===== config.mk =====
export PLATFORM = sky130hd
export DESIGN_NAME = fft_bfly_addsub
export DESIGN_NICKNAME = d
export VERILOG_FILES = /design/src/rtl/fft_bfly_addsub.sv
export SDC_FILE = /design/constraint.sdc
export NUM_CORES = 1
export LEC_CHECK = 0
export ABC_AREA = 1
export BUFFER_PORTS_ARGS = -buffer_cell sky130_fd_sc_hd__buf_2
export CORE_UTILIZATION = 30
export CTS_CLUSTER_SIZE = 10
export DETAILED_ROUTE_END_ITERATION = 16
export MAX_ROUTING_LAYER = met4
export SYNTH_ARGS = -nofsm -noshare
export SYNTH_HDL_FRONTEND = slang
export SYNTH_SLANG_ARGS = --single-unit

===== constraint.sdc =====
create_clock -name clk -period 11.1 [get_ports clk]
set_input_delay 0.555 -clock clk [delete_from_list [all_inputs] [get_ports clk]]
set_output_delay 0.555 -clock clk [all_outputs]
set_load 0.03 [all_outputs]

===== src/rtl/fft_bfly_addsub.sv =====
// Pipelined complex radix-2 butterfly: sum = a+b, dif = a-b, two register stages, valid/ready.
// Optional BFLY_SATURATE_EN clamps overflowing unscaled components instead of wrapping.
module fft_bfly_addsub #(
   parameter int unsigned WIDTH = 16,
   parameter int unsigned CNT_W = 16
) (
   input  logic                    clk,
   input  logic                    rst,
   input  logic                    in_valid,
   output logic                    in_ready,
   input  logic                    in_scale,
   input  logic signed [WIDTH-1:0] a_re,
   input  logic signed [WIDTH-1:0] a_im,
   input  logic signed [WIDTH-1:0] b_re,
   input  logic signed [WIDTH-1:0] b_im,
   output logic                    out_valid,
   input  logic                    out_ready,
   output logic signed [WIDTH-1:0] sum_re,
   output logic signed [WIDTH-1:0] sum_im,
   output logic signed [WIDTH-1:0] dif_re,
   output logic signed [WIDTH-1:0] dif_im,
   output logic                    ovf,
   input  logic                    ovf_clr,
   output logic [CNT_W-1:0]        out_count
);

   // Returns {overflow, result} for one component.
   function automatic logic [WIDTH:0] addsub(input logic [WIDTH-1:0] a,
                                             input logic [WIDTH-1:0] b,
                                             input logic             sub,
                                             input logic             scale);
      logic [WIDTH:0]   full;
      logic [WIDTH-1:0] res;
      logic             ov;
      full = sub ? ({a[WIDTH-1], a} - {b[WIDTH-1], b})
                 : ({a[WIDTH-1], a} + {b[WIDTH-1], b});
      ov   = 1'b0;
      if (scale) begin
         res = full[WIDTH:1];
      end else begin
         res = full[WIDTH-1:0];
         ov  = full[WIDTH] ^ full[WIDTH-1];
`ifdef BFLY_SATURATE_EN
         if (ov) begin
            res = full[WIDTH] ? {1'b1, {(WIDTH-1){1'b0}}} : {1'b0, {(WIDTH-1){1'b1}}};
         end
`endif
      end
      return {ov, res};
   endfunction

   logic             r_s1_valid;
   logic             r_s1_scale;
   logic [WIDTH-1:0] r_s1_a_re, r_s1_a_im, r_s1_b_re, r_s1_b_im;
   logic             r_s2_valid;
   logic [WIDTH-1:0] r_sum_re, r_sum_im, r_dif_re, r_dif_im;
   logic             r_ovf;
   logic [CNT_W-1:0] r_count;

   logic             w_s1_ready, w_s2_ready;
   logic [WIDTH-1:0] w_sum_re, w_sum_im, w_dif_re, w_dif_im;
   logic             w_ov_sr, w_ov_si, w_ov_dr, w_ov_di, w_any_ovf;

   assign w_s2_ready = !r_s2_valid || out_ready;
   assign w_s1_ready = !r_s1_valid || w_s2_ready;
   assign in_ready   = w_s1_ready;

   assign {w_ov_sr, w_sum_re} = addsub(r_s1_a_re, r_s1_b_re, 1'b0, r_s1_scale);
   assign {w_ov_si, w_sum_im} = addsub(r_s1_a_im, r_s1_b_im, 1'b0, r_s1_scale);
   assign {w_ov_dr, w_dif_re} = addsub(r_s1_a_re, r_s1_b_re, 1'b1, r_s1_scale);
   assign {w_ov_di, w_dif_im} = addsub(r_s1_a_im, r_s1_b_im, 1'b1, r_s1_scale);
   assign w_any_ovf = w_ov_sr | w_ov_si | w_ov_dr | w_ov_di;

   always_ff @(posedge clk or posedge rst) begin
      if (rst) begin
         r_s1_valid <= 1'b0;
         r_s1_scale <= 1'b0;
         r_s1_a_re  <= '0;
         r_s1_a_im  <= '0;
         r_s1_b_re  <= '0;
         r_s1_b_im  <= '0;
         r_s2_valid <= 1'b0;
         r_sum_re   <= '0;
         r_sum_im   <= '0;
         r_dif_re   <= '0;
         r_dif_im   <= '0;
         r_ovf      <= 1'b0;
         r_count    <= '0;
      end else begin
         // S1: operand capture
         if (w_s1_ready) begin
            r_s1_valid <= in_valid;
            if (in_valid) begin
               r_s1_scale <= in_scale;
               r_s1_a_re  <= a_re;
               r_s1_a_im  <= a_im;
               r_s1_b_re  <= b_re;
               r_s1_b_im  <= b_im;
            end
         end
         // S2: result capture
         if (w_s2_ready) begin
            r_s2_valid <= r_s1_valid;
            if (r_s1_valid) begin
               r_sum_re <= w_sum_re;
               r_sum_im <= w_sum_im;
               r_dif_re <= w_dif_re;
               r_dif_im <= w_dif_im;
            end
         end
         // Set has priority over clear
         if (w_s2_ready && r_s1_valid && w_any_ovf) begin
            r_ovf <= 1'b1;
         end else if (ovf_clr) begin
            r_ovf <= 1'b0;
         end
         if (r_s2_valid && out_ready) begin
            r_count <= r_count + CNT_W'(1);
         end
      end
   end

   assign out_valid = r_s2_valid;
   assign sum_re    = r_sum_re;
   assign sum_im    = r_sum_im;
   assign dif_re    = r_dif_re;
   assign dif_im    = r_dif_im;
   assign ovf       = r_ovf;
   assign out_count = r_count;

endmodule


==> summary.md <==
| Metric | Value |
|---|---|
| Main area contributors after synthesis | `dfrtp_1 (39%), nand2_1 (13%), ha_1 (8.6%)` |
| Final GP Congestion | `0.894` |
| Critical Path Sink Type | `flop` |
| Slew HR | `33.6%` |
| CTS root buffer | `clkbuf_16` |
| RSZ-0062 raised after global routing | `false` |
| DP Wirelength | `20.5 mm` |
| Yosys synthesis warning count | `0` |
| Worst vdd ir | `0.000165 V` |
| Worst Path Max Fanout | `68` |
| Number of global-route vias before repair | `8046` |
| Outcome | `finished clean` |
| #FFs+latches synth | `148` |
| Final Skew | `0.0103 ns` |
| Critical-path top delay cell | `nor2_2` |
| Capturing point of the worst reg2reg path | `dif_re[0]` |
| # Post-CTS Setup Buffers | `0` |
| GRT Total Usage | `17.6%` |
| IO buf count | `152` |
| Largest area contributor in the netlist | `dfrtp_1` |
| TritonCTS buffer count | `17` |
| R2R cell count | `7` |
| Clock Path Buffers | `2` |
| Fin. max-slew vios | `0` |
| Drt first pass iters | `5` |
| Worst min path class | `input port to async pin` |
| Setup TNS | `0 ns` |
| GRT met2 Usage | `25.9%` |
| Nets | `1451` |
| Vias per cell | `4.77` |
| Die width | `180 um` |
| Worst EP arrival | `3.30 ns` |
| Leakage power | `0.00580 uW` |
| Clk_lat worst skew | `0.44 ns` |
| Post-synth top area share | `39.0%` |
| Global-route wire length before repair | `43.5 mm` |
| Endpoints failing setup | `0` |
| WL per Instance | `15.8 um` |
| GRT busiest layer | `met2` |
| Htree depth | `4` |
| Power Density | `249 mW/mm2` |
| Syn_nets | `1326` |
| Initial Util | `30.7%` |
| Die H | `180 um` |
| Worst Max-Slew Pin Slew | `0.995 ns` |
| Largest net degree at the start of global routing | `82` |
| Final Total Pwr | `2780 uW` |
| CTS clk-pin slew, worst paths | `0.07 ns` |
| CP Data Required Time | `11.45 ns` |
| Ys flop type | `dfrtp_1` |
| R2R Setup Slk | `8.15 ns` |
| Synth-to-layout area growth | `17.4%` |
| Final wirelength | `27.2 mm` |
| Setup CP Type | `flop to flop` |
| Top-count cell post-synth | `nand2_1` |
| Fmax | `339 MHz` |
| I/O Pins | `153` |
| Fin crit share | `26.6%` |
| Final Hold Fails | `0` |
| CP cell instances | `nand2_1, nand2_2, buf_4, nor2_2, inv_2, or2_1, o211ai_1` |
| Final ANT Viol Nets | `0` |
| GR Util met1 | `24.4%` |
| Initial antenna violation count | `0` |
| Asr flop ratio synth | `100%` |
| Post-synth EDFFs | `0` |
| CTS tree | `built` |
| DRT iter0 DRCs | `548` |
| GR Overflow Total | `0` |
| Hold Buf Count CTS | `0` |
| Avg Cell Area, Syn | `8.01 um2` |
| Residual DRC | `0` |
| Min Tclk post-route | `2.95 ns` |
| Max-Cap Viols | `0` |
| Netlist cell types | `41` |
| ANT cells | `0` |
| Core footprint | `0.0309 mm2` |
| Fraction of layout cells with a size suffix above 1 | `19.8%` |
| Post-synthesis sequential area ratio | `39.0%` |
| FP Rows | `64` |
| Post-Syn Area | `0.00950 mm2` |
| Mapped Cells | `1187` |
| Clk sink count | `148` |
| Vias | `8205` |
| R2R Path Start | `out_valid` |
| CP peak stage delay | `0.85 ns` |
| Routing usage on met3 | `3.18%` |
| Resize count post-CTS | `0` |
| Die ar. | `0.0324 mm2` |
| Type of origin of the critical path | `flop` |
| Top post-synthesis cells by count | `nand2_1 (326), dfrtp_1 (148), inv_1 (135), nor2_1 (95), nand3_1 (70)` |
[cells by family (layout without fill, tap and decap cells)]
group	count (synthesis)	in the layout	share of synthesized area [%]
DFF	148	148	39.0
and+or+nand+nor	535	535	23.7
muxes	30	30	3.55
AOI/OAI and AO/OA	157	157	11.1
buffers and inverters	194	332	8.23
adders and majority gates	69	69	9.40
xor gates and xnor gates	54	54	4.98
[sequential cells by signal, indices dropped and copies added, names as in the netlist, 16 cells and up]
name	flops
out_count	16
r_s1_b_re	16
sum_re	16
r_s1_a_re	16
dif_re	16
r_s1_a_im	16
dif_im	16
r_s1_b_im	16
sum_im	16
[placed cells by master (no fill, tap or decap), types with 9 or more instances in the layout]
| cell | n |
|---|---|
| nand2_1 | 324 |
| buf_2 | 152 |
| dfrtp_1 | 148 |
| inv_1 | 134 |
| nor2_1 | 95 |
| nand3_1 | 70 |
| a21oi_1 | 67 |
| ha_1 | 65 |
| xor2_1 | 45 |
| o221ai_1 | 30 |
| mux2_2 | 30 |
| o211ai_1 | 20 |
| clkbuf_16 | 17 |
| o21bai_1 | 11 |
| a31oi_1 | 9 |
| xnor2_1 | 9 |
[stage by stage]
stage / cell area [um2] / setup slack [ns] / cells / hold slack [ns] / util (%)
final: 11200 / 8.15 / 1721 / 0.256 / 36.1
after floorplan: 9500 / 6.57 / 1187 / 0.510 / -
after detailed placement: 10600 / 7.93 / 1689 / 0.457 / 34.2
after global placement: 10600 / 8.00 / 1689 / 0.457 / 34.2
after global routing: 11200 / 7.88 / 1721 / 0.320 / 36.1
after CTS: 11200 / 8.18 / 1721 / 0.298 / 36.1
[metal layers]
layer  vias up  wire length (um)
li1       4076                 -
met2       222             11800
met1      3880             13600
met3        27              1270
met4         0               544
met5         -                 0
[area by class of cell]
class	instances	area, um2
repair buffers	157	798
flip-flops and latches	148	3700
multi-input cells	845	5030
clock inverters	15	161
well taps	396	495
clock buffers	17	425
fillers	3302	19800
inverters	143	542
[critical path: cells and delay by family, from the launching register on]
kind	cells	cell delay, ns
AO/OA/AOI/OAI	1	0.09
AND/OR/NAND/NOR	4	1.41
buffers and inverters	2	0.88
flip-flops	1	0.42
[how the worst max path moves through the flow]
stage / end / slack, ns / start / cells after the start
6_report: dif_re[0] / 8.15 / out_valid / 7
5_1_grt: sum_re[0] / 7.88 / out_valid / 7
4_1_cts: sum_re[0] / 8.18 / out_valid / 7
3_5_place_dp: sum_re[0] / 7.93 / out_ready / 9
3_3_place_gp: dif_re[0] / 8.00 / out_ready / 9
2_1_floorplan: dif_im[0] / 6.57 / rst / 1
[where the power goes]
part	switching [uW]	internal [uW]	total, uW	leakage [uW]
clock network	270	319	589	0.000291
registers	139	702	841	0.00176
logic	937	415	1350	0.00374
total	1350	1440	2780	0.00580
(Power assumes the default switching activity.)
